**config.mk**
```make
export PLATFORM = sky130hd
export DESIGN_NAME = display_scan_ctrl
export DESIGN_NICKNAME = d
export VERILOG_FILES = /design/src/rtl/display_pkg.sv /design/src/rtl/bin2bcd_seq.sv /design/src/rtl/display_scan_ctrl.sv
export SDC_FILE = /design/constraint.sdc
export NUM_CORES = 1
export LEC_CHECK = 0
export BUFFER_PORTS_ARGS = -buffer_cell sky130_fd_sc_hd__buf_2
export CORE_ASPECT_RATIO = 1.5
export CORE_MARGIN = 2
export CORE_UTILIZATION = 60
export CTS_CLUSTER_DIAMETER = 120
export CTS_CLUSTER_SIZE = 16
export DETAILED_ROUTE_END_ITERATION = 7
export PLACE_DENSITY = 0.82
export SYNTH_ARGS = -nofsm -noshare
export SYNTH_HDL_FRONTEND = slang
export SYNTH_HIERARCHICAL = 1
export SYNTH_SLANG_ARGS = --single-unit
```
**constraint.sdc**
```tcl
create_clock -name clk -period 3.3 [get_ports clk]
set_clock_uncertainty 0.05 [all_clocks]
set_input_delay 0.33 -clock clk [delete_from_list [all_inputs] [get_ports clk]]
set_output_delay 0.33 -clock clk [all_outputs]
set_load 0.1 [all_outputs]
```
**src/rtl/display_pkg.sv**
```systemverilog
// display_pkg: shared constants, types and helpers for the display scan path.
//   BLANK_CODE   : BCD bus code rendered as an unlit digit by the decoder.
//   conv_state_t : binary-to-BCD conversion FSM states.
//   pow10(n)     : 10^n, used to derive the overflow limit at elaboration.
package display_pkg;

  localparam logic [3:0] BLANK_CODE = 4'hF;

  typedef enum logic [1:0] {
    IDLE,
    SHIFT,
    COMMIT
  } conv_state_t;

  function automatic logic [63:0] pow10(input int unsigned n);
    logic [63:0] r;
    r = 64'd1;
    for (int unsigned i = 0; i < n; i++) begin
      r = r * 64'd10;
    end
    return r;
  endfunction

endpackage

```
**src/rtl/bin2bcd_seq.sv**
```systemverilog
// bin2bcd_seq: sequential shift-add-3 (double-dabble) binary to packed BCD.
//   clk, reset : clock, asynchronous active-high reset
//   start      : sample bin and begin a conversion (ignored unless idle)
//   bin        : unsigned binary input
//   busy       : high for DATA_W cycles, starting one cycle after start
//   done       : high during the commit cycle; bcd is final then
//   bcd        : packed BCD accumulator, N_DIGITS nibbles
//   ovf        : last converted value was >= 10^N_DIGITS
module bin2bcd_seq
  import display_pkg::*;
#(
  parameter int N_DIGITS = 4,
  parameter int DATA_W   = 14
) (
  input  logic                  clk,
  input  logic                  reset,
  input  logic                  start,
  input  logic [DATA_W-1:0]     bin,
  output logic                  busy,
  output logic                  done,
  output logic [4*N_DIGITS-1:0] bcd,
  output logic                  ovf
);

  localparam int BW = 4 * N_DIGITS;
  localparam int CW = $clog2(DATA_W + 1);
  localparam logic [63:0] LIMIT = pow10(N_DIGITS);

  conv_state_t       state;
  logic [DATA_W-1:0] bin_r;
  logic [BW-1:0]     acc;
  logic [BW-1:0]     adj;
  logic [CW-1:0]     cnt;
  logic              ovf_next;

  // Add-3 correction on every nibble that would reach >= 10 after doubling.
  always_comb begin
    adj = acc;
    for (int unsigned i = 0; i < N_DIGITS; i++) begin
      if (acc[4*i +: 4] >= 4'd5) begin
        adj[4*i +: 4] = acc[4*i +: 4] + 4'd3;
      end
    end
  end

  assign done = (state == COMMIT);
  assign bcd  = acc;

  // busy is registered from the SHIFT state so it trails start by one cycle
  // and drops on the same edge that commits the result.
  always_ff @(posedge clk or posedge reset) begin
    if (reset) begin
      state    <= IDLE;
      bin_r    <= '0;
      acc      <= '0;
      cnt      <= '0;
      ovf_next <= 1'b0;
      busy     <= 1'b0;
      ovf      <= 1'b0;
    end else begin
      case (state)
        IDLE: begin
          busy <= 1'b0;
          if (start) begin
            bin_r    <= bin;
            acc      <= '0;
            cnt      <= CW'(DATA_W);
            ovf_next <= (64'(bin) >= LIMIT);
            state    <= SHIFT;
          end
        end
        SHIFT: begin
          busy  <= 1'b1;
          acc   <= {adj[BW-2:0], bin_r[DATA_W-1]};
          bin_r <= {bin_r[DATA_W-2:0], 1'b0};
          cnt   <= cnt - 1'b1;
          if (cnt == CW'(1)) begin
            state <= COMMIT;
          end
        end
        COMMIT: begin
          busy  <= 1'b0;
          ovf   <= ovf_next;
          state <= IDLE;
        end
        default: begin
          busy  <= 1'b0;
          state <= IDLE;
        end
      endcase
    end
  end

endmodule

```
**src/rtl/display_scan_ctrl.sv**
```systemverilog
// display_scan_ctrl: converts a binary result to BCD and time-multiplexes the
// digits onto a shared 4-bit bus with active-low one-hot digit enables.
//   clk, reset : clock, asynchronous active-high reset
//   value      : unsigned binary value to display
//   load       : single-cycle strobe sampling value (ignored while converting)
//   busy       : conversion in progress
//   ovf        : last loaded value was >= 10^N_DIGITS (display fully blanked)
//   digit_bcd  : BCD code of the active digit, BLANK_CODE when blanked
//   digit_an   : active-low one-hot enable, bit 0 = rightmost digit
module display_scan_ctrl
  import display_pkg::*;
#(
  parameter int N_DIGITS = 4,
  parameter int DATA_W   = 14,
  parameter int SCAN_DIV = 50000
) (
  input  logic                clk,
  input  logic                reset,
  input  logic [DATA_W-1:0]   value,
  input  logic                load,
  output logic                busy,
  output logic                ovf,
  output logic [3:0]          digit_bcd,
  output logic [N_DIGITS-1:0] digit_an
);

  localparam int PW = (SCAN_DIV > 1) ? $clog2(SCAN_DIV) : 1;
  localparam int IW = (N_DIGITS > 1) ? $clog2(N_DIGITS) : 1;

  logic                  conv_done;
  logic [4*N_DIGITS-1:0] conv_bcd;
  logic [4*N_DIGITS-1:0] disp;
  logic [PW-1:0]         presc;
  logic [IW-1:0]         idx;
  logic [IW-1:0]         idx_next;
  logic                  tc;
  logic [3:0]            code;
  logic [3:0]            nib;
  logic                  upper_nz;

  bin2bcd_seq #(
    .N_DIGITS(N_DIGITS),
    .DATA_W  (DATA_W)
  ) u_conv (
    .clk  (clk),
    .reset(reset),
    .start(load),
    .bin  (value),
    .busy (busy),
    .done (conv_done),
    .bcd  (conv_bcd),
    .ovf  (ovf)
  );

  always_ff @(posedge clk or posedge reset) begin
    if (reset) begin
      disp <= '0;
    end else if (conv_done) begin
      disp <= conv_bcd;
    end
  end

  always_comb begin
    tc       = (presc == PW'(SCAN_DIV - 1));
    idx_next = idx;
    if (tc) begin
      idx_next = (idx == IW'(N_DIGITS - 1)) ? '0 : idx + 1'b1;
    end
  end

  // Output registers are fed from the next index so enable and data switch
  // together and each digit is held for exactly SCAN_DIV cycles.
  always_comb begin
    nib      = '0;
    upper_nz = 1'b0;
    for (int unsigned j = 0; j < N_DIGITS; j++) begin
      if (IW'(j) == idx_next) begin
        nib = disp[4*j +: 4];
      end
      if ((IW'(j) >= idx_next) && (disp[4*j +: 4] != 4'd0)) begin
        upper_nz = 1'b1;
      end
    end
    if (ovf) begin
      code = BLANK_CODE;
    end else if ((idx_next != '0) && !upper_nz) begin
      code = BLANK_CODE;
    end else begin
      code = nib;
    end
  end

  always_ff @(posedge clk or posedge reset) begin
    if (reset) begin
      presc     <= '0;
      idx       <= '0;
      digit_an  <= ~N_DIGITS'(1);
      digit_bcd <= 4'h0;
    end else begin
      presc     <= tc ? '0 : presc + 1'b1;
      idx       <= idx_next;
      digit_an  <= ~(N_DIGITS'(1) << idx_next);
      digit_bcd <= code;
    end
  end

endmodule

```
* Yosys cells after proc, flatten, opt, wreduce, memory -nomap -nowiden
Cells that the tools add are included.
Word-level totals: bits in registers 81, output and inout bits 10
Cells by class: order comparisons 9, equal/unequal tests 10, reduce and logical (&&, ||, !) cells 17, shifts and indexed selects 1, bitwise operators 1, multiplexer cells 27, add/sub/neg operators 7
Operator list (count):
- two-way mux 4 bit | 10
- two-way mux 16 bit | 2
- case mux 16 bit (2 select lines) | 1
- case mux 14 bit (2 select lines) | 1
- adder 16 x 1 -> 16 bit (second input constant) | 1
- == test 16 bit (second input constant) | 1
- greater-or-equal comparator 4 x 3 -> 1 bit (second input constant) | 4
- nonzero test 4 bit | 4
- greater-or-equal comparator 14 bit (second input constant) | 1
- two-way mux 14 bit | 1
- adder 4 x 2 -> 4 bit (second input constant) | 3
- two-way mux 2 bit | 4
- case mux 4 bit (2 select lines) | 1
- AND reduction 2 bit | 3
- logical AND 1 bit | 5
- two-way mux 1 bit | 5
- == test 2 bit (first input constant) | 2
- == test 2 bit (second input constant) | 2
- == test 4 x 1 -> 1 bit (second input constant) | 1
- greater-or-equal comparator 1 x 2 -> 1 bit (first input constant) | 2
- greater-or-equal comparator 2 bit (first input constant) | 2
- logical NOT 2 bit | 2
- inverter 4 bit | 1
- case mux 2 bit (2 select lines) | 1
- other kinds (11) | 12

* Depth between registers and ports, before layout
word-level depth 13, mapped depth 8, gate-level depth less buffers 7

* By module
The synthesis kept the hierarchy.
Modules (own cells, without submodules):
- bin2bcd_seq | area each 2088.3 sq um, cells each 213, sequential area each 975.9 sq um, instances 1
- display_scan_ctrl | area each 1926.8 sq um, cells each 157, sequential area each 1054.8 sq um, instances 1

* Worst setup path after synthesis
OpenSTA, ideal clock, no wires.
kind reg2reg, start point register presc[7], end point register digit_bcd[0], cell stages (with the launch flop) 7, arrival time 2.517 ns, setup slack 0.602 ns, clock period less this slack 2.698 ns, path buffers 0, path through dfrtp_1 or4b_4 nor4_4 mux2i_2 mux2i_1 o21ai_1 or3_1
Between the ends: cells in the longest elaborated chain, start to end 12, elaborated cells between the ends (all ways) 27
RTL lines:
- start: declaration | RTL line display_scan_ctrl.sv:33 | logic [PW-1:0] presc;
- start signal: assignment | RTL line display_scan_ctrl.sv:100 | presc <= tc ? '0 : presc + 1'b1;
- == test 16 bit (*) | RTL line display_scan_ctrl.sv:64 | tc = (presc == PW'(SCAN_DIV - 1));
- two-way mux 2 bit (*) | RTL line display_scan_ctrl.sv:66 | if (tc) begin
- greater-or-equal comparator 1 x 2 -> 1 bit | RTL line display_scan_ctrl.sv:80 | if ((IW'(j) >= idx_next) && (disp[4*j +: 4] != 4'd0)) begin
- logical AND 1 bit | RTL line display_scan_ctrl.sv:80
- two-way mux 1 bit (4 in series) | RTL line display_scan_ctrl.sv:80
- logical NOT 1 bit | RTL line display_scan_ctrl.sv:86 | end else if ((idx_next != '0) && !upper_nz) begin
- logical AND 1 bit | RTL line display_scan_ctrl.sv:86
- two-way mux 4 bit (*) | RTL line display_scan_ctrl.sv:86
- two-way mux 4 bit (*) | RTL line display_scan_ctrl.sv:84 | if (ovf) begin
- via code[0] | RTL line display_scan_ctrl.sv:37 | logic [3:0] code;
- end signal: assignment | RTL line display_scan_ctrl.sv:103 | digit_bcd <= code;
- end: declaration | RTL line display_scan_ctrl.sv:23 | output logic [3:0] digit_bcd,
The timed path passes the listed nets; every way through them passes the cells marked *. A chain may end at the register's enable or synchronous reset.

* Worst setup path in the final report
Ends and elaborated chain as after synthesis.

==> metrics.yaml <==
clock_tree:
  htreeDepth: 3
  cts_tree: "built"
  clk_path_buf_depth: 2
  root_buffer: "clkbuf_8"
  cts.repair.resized: 0
  clock_latency_ns: 0.35
  clkSinkCount: 81
  clk_pin_slew_ns: 0.08
  cts_setup_buffers: 0
  cts_buffers: 9
  hold_buffers: 0
synthesis:
  synth.distinct_cells: 58
  dominantRegCellSynth: "dfrtp_1"
  synth_warnings: 6
  synthCells: 370
  avgSynthCellArea_um2: 10.85
  yosysTopAreaCell: "dfrtp_1"
  synth_seq_area_share_pct: 50.58
  synth.cell_area_um2: 4015
  synth_nets: 399
  synth_area_leaders: "dfrtp_1 49%, mux2_2 5.0%, nand2_1 4.2%"
  synth.top_cell.area_share_pct: 48.61
  synth.ff_latch_count: 81
  synth_edf_count: 0
  async_flop_share_pct: 100.0
flow_run:
  maxCapViolations: 0
layout:
  drive_above_1_share_pct: 20.00
  final_common_cell: "dfrtp_1"
  nets: 429
  areaGrowthSynthToFinish_pct: 8.414
  postLayoutCoreUtil_pct: 67.11
  final_area_um2: 4353
  num_antenna_cells: 0
  final_cell_mix: "78 x dfrtp_1, 45 x nand2_1, 29 x nor2_1, 26 x buf_2, 23 x inv_1"
  fill_cells: 512
timing:
  rsz0062_at_grt: "false"
  finalHoldViolCount: 0
  worst_slack_ns: 0.5319
  layout_worst_path_cycle_share_pct: 83.88
  slew_viol_final: 0
  fmax_mhz: 361.3
  min_period_ns: 2.768
  setup_violations: 0
  setup_tns_ns: 0
  worst-slew-pin-transition_ns: 0.9623
  slew_headroom_pct: 35.57
pwr:
  total_power_mw: 3.657
  p_leak_nw: 2.110
  powerDensity_nw_per_um2: 840.2
  ir_worst_vdd_mv: 0.4357
die:
  die_y_um: 104.2
  start_util_pct: 61.90
  die-area_um2: 7376
  core_area_um2: 6486
  std_cell_rows: 36
  io_pins: 27
  die_x_um: 70.79
global_route:
  grt_usage_pct: 21.36
  antenna_found_initial: 0
  grt_pass1_vias: 2809
  grt_pass1_wl_um: 12630
  overflow: 0
  grt_max_degree: 43
worst_setup_path:
  r2r_end: "digit_bcd[0]$_DFF_PP0_"
  end_kind: "register"
  crit_fanout: 9
  crit_path_start_kind: "register"
  r2r_start: "presc[7]$_DFF_PP0_"
  critical_path_required_ns: 3.47
  ff2ff_path_depth: 6
  timing_worst_setup_path_type: "register to register"
  timing.reg2reg.setup_slack_ns: 0.53
  crit_arrival_ns: 2.94
route:
  wirelength_um: 7430
  vias: 2851
  firstDrtPassIters: 6
  drc: 0
  drtAntennaViolNets: 0
  avgViaCountPerCell: 5.927
  wl_per_cell_um: 15.45
  first_iter_violations: 168
place:
  numPortBuffers: 26
  dpl.hpwl_um: 5275
  pre_cts_ws_ns: 0.5259
  place_area_um2: 4170
  gp_congestion: 0.8170
min_path:
  hp-class: "input pin to async pin"
status:
  status: "complete, no violations"
synthesized netlist by cell type, types with 5 or more instances:
cell type and number:
dfrtp_1 78, nand2_1 45, nor2_1 29, inv_1 23, mux2_2 18, a31oi_1 14
ha_1 12, xor2_1 10, o21ai_0 9, mux2i_1 8, nor2b_1 8, o2111ai_1 8
and3_1 7, nand3_1 7, nand2b_1 6, xnor2_1 6, a21oi_1 5, buf_6 5
how the worst max path moves through the flow:
stage                         from  slack, ns                     end
2_1_floorplan   presc[7]$_DFF_PP0_       0.60  digit_bcd[0]$_DFF_PP0_
3_3_place_gp    presc[7]$_DFF_PP0_       0.60  digit_bcd[0]$_DFF_PP0_
3_5_place_dp    presc[7]$_DFF_PP0_       0.53  digit_bcd[0]$_DFF_PP0_
4_1_cts         presc[7]$_DFF_PP0_       0.50  digit_bcd[0]$_DFF_PP0_
5_1_grt        presc[10]$_DFF_PP0_       0.39  digit_bcd[0]$_DFF_PP0_
6_report        presc[7]$_DFF_PP0_       0.53  digit_bcd[0]$_DFF_PP0_
per-stage QoR:
step | instances | hold WS, ns
detailed placement | 465 | 0.4329
global placement | 465 | 0.4161
floorplan | 370 | 0.3935
global route | 481 | 0.1021
CTS | 481 | 0.06712
finish | 481 | 0.05407
final cells by class:
| type | count | area [um2] | share of cell area, % |
|---|---|---|---|
| timing repair buffer | 32 | 175.2 | 4.024 |
| sequential | 81 | 2031 | 46.65 |
| clock buffer | 13 | 138.9 | 3.191 |
| tap | 76 | 95.09 | 2.185 |
| inverter | 24 | 92.59 | 2.127 |
| clock inverter | 3 | 43.79 | 1.006 |
| multi-input combinational | 252 | 1777 | 40.82 |
where the power goes:
part	internal, mW	leakage (nW)	switching, mW	total [mW]
clock	0.351	0.0916	0.333	0.684
combinational	0.570	0.982	0.875	1.44
sequential	1.29	1.04	0.242	1.53
total	2.21	2.11	1.45	3.66
registers in the layout (all words and copies together), names as in the netlist:
signal	count
u_conv/ovf_next	1
u_conv/busy	1
u_conv/bin_r	14
digit_an	4
u_conv/bcd	16
disp	16
u_conv/cnt	4
presc	16
u_conv/state	2
idx	2
u_conv/ovf	1
digit_bcd	4
cell families after synthesis:
group / count (synthesis) / synth area share (%)
simple gates: 126 / 16.02
flops: 81 / 50.58
compound gates: 70 / 13.24
buf+inv: 37 / 5.173
mux: 28 / 7.759
xor+xnor: 16 / 3.490
fa+ha+maj: 12 / 3.739
per-layer routing:
metal / GRT usage, % / up-vias / wire, um
li1: - / 1368 / -
met3: 3.391 / 24 / 255
met5: 0 / - / 0
met4: 11.59 / 0 / 229
met2: 36.52 / 82 / 3850
met1: 25.28 / 1377 / 3094
critical path, cell delays in order (launching register included):
cell,delay [ns]
dfrtp_1,0.41
or4b_4,0.57
nor4_4,0.33
mux2i_2,0.63
mux2i_1,0.26
o21ai_1,0.07
or3_1,0.34
No activity file was read; power rests on OpenSTA's default activity.
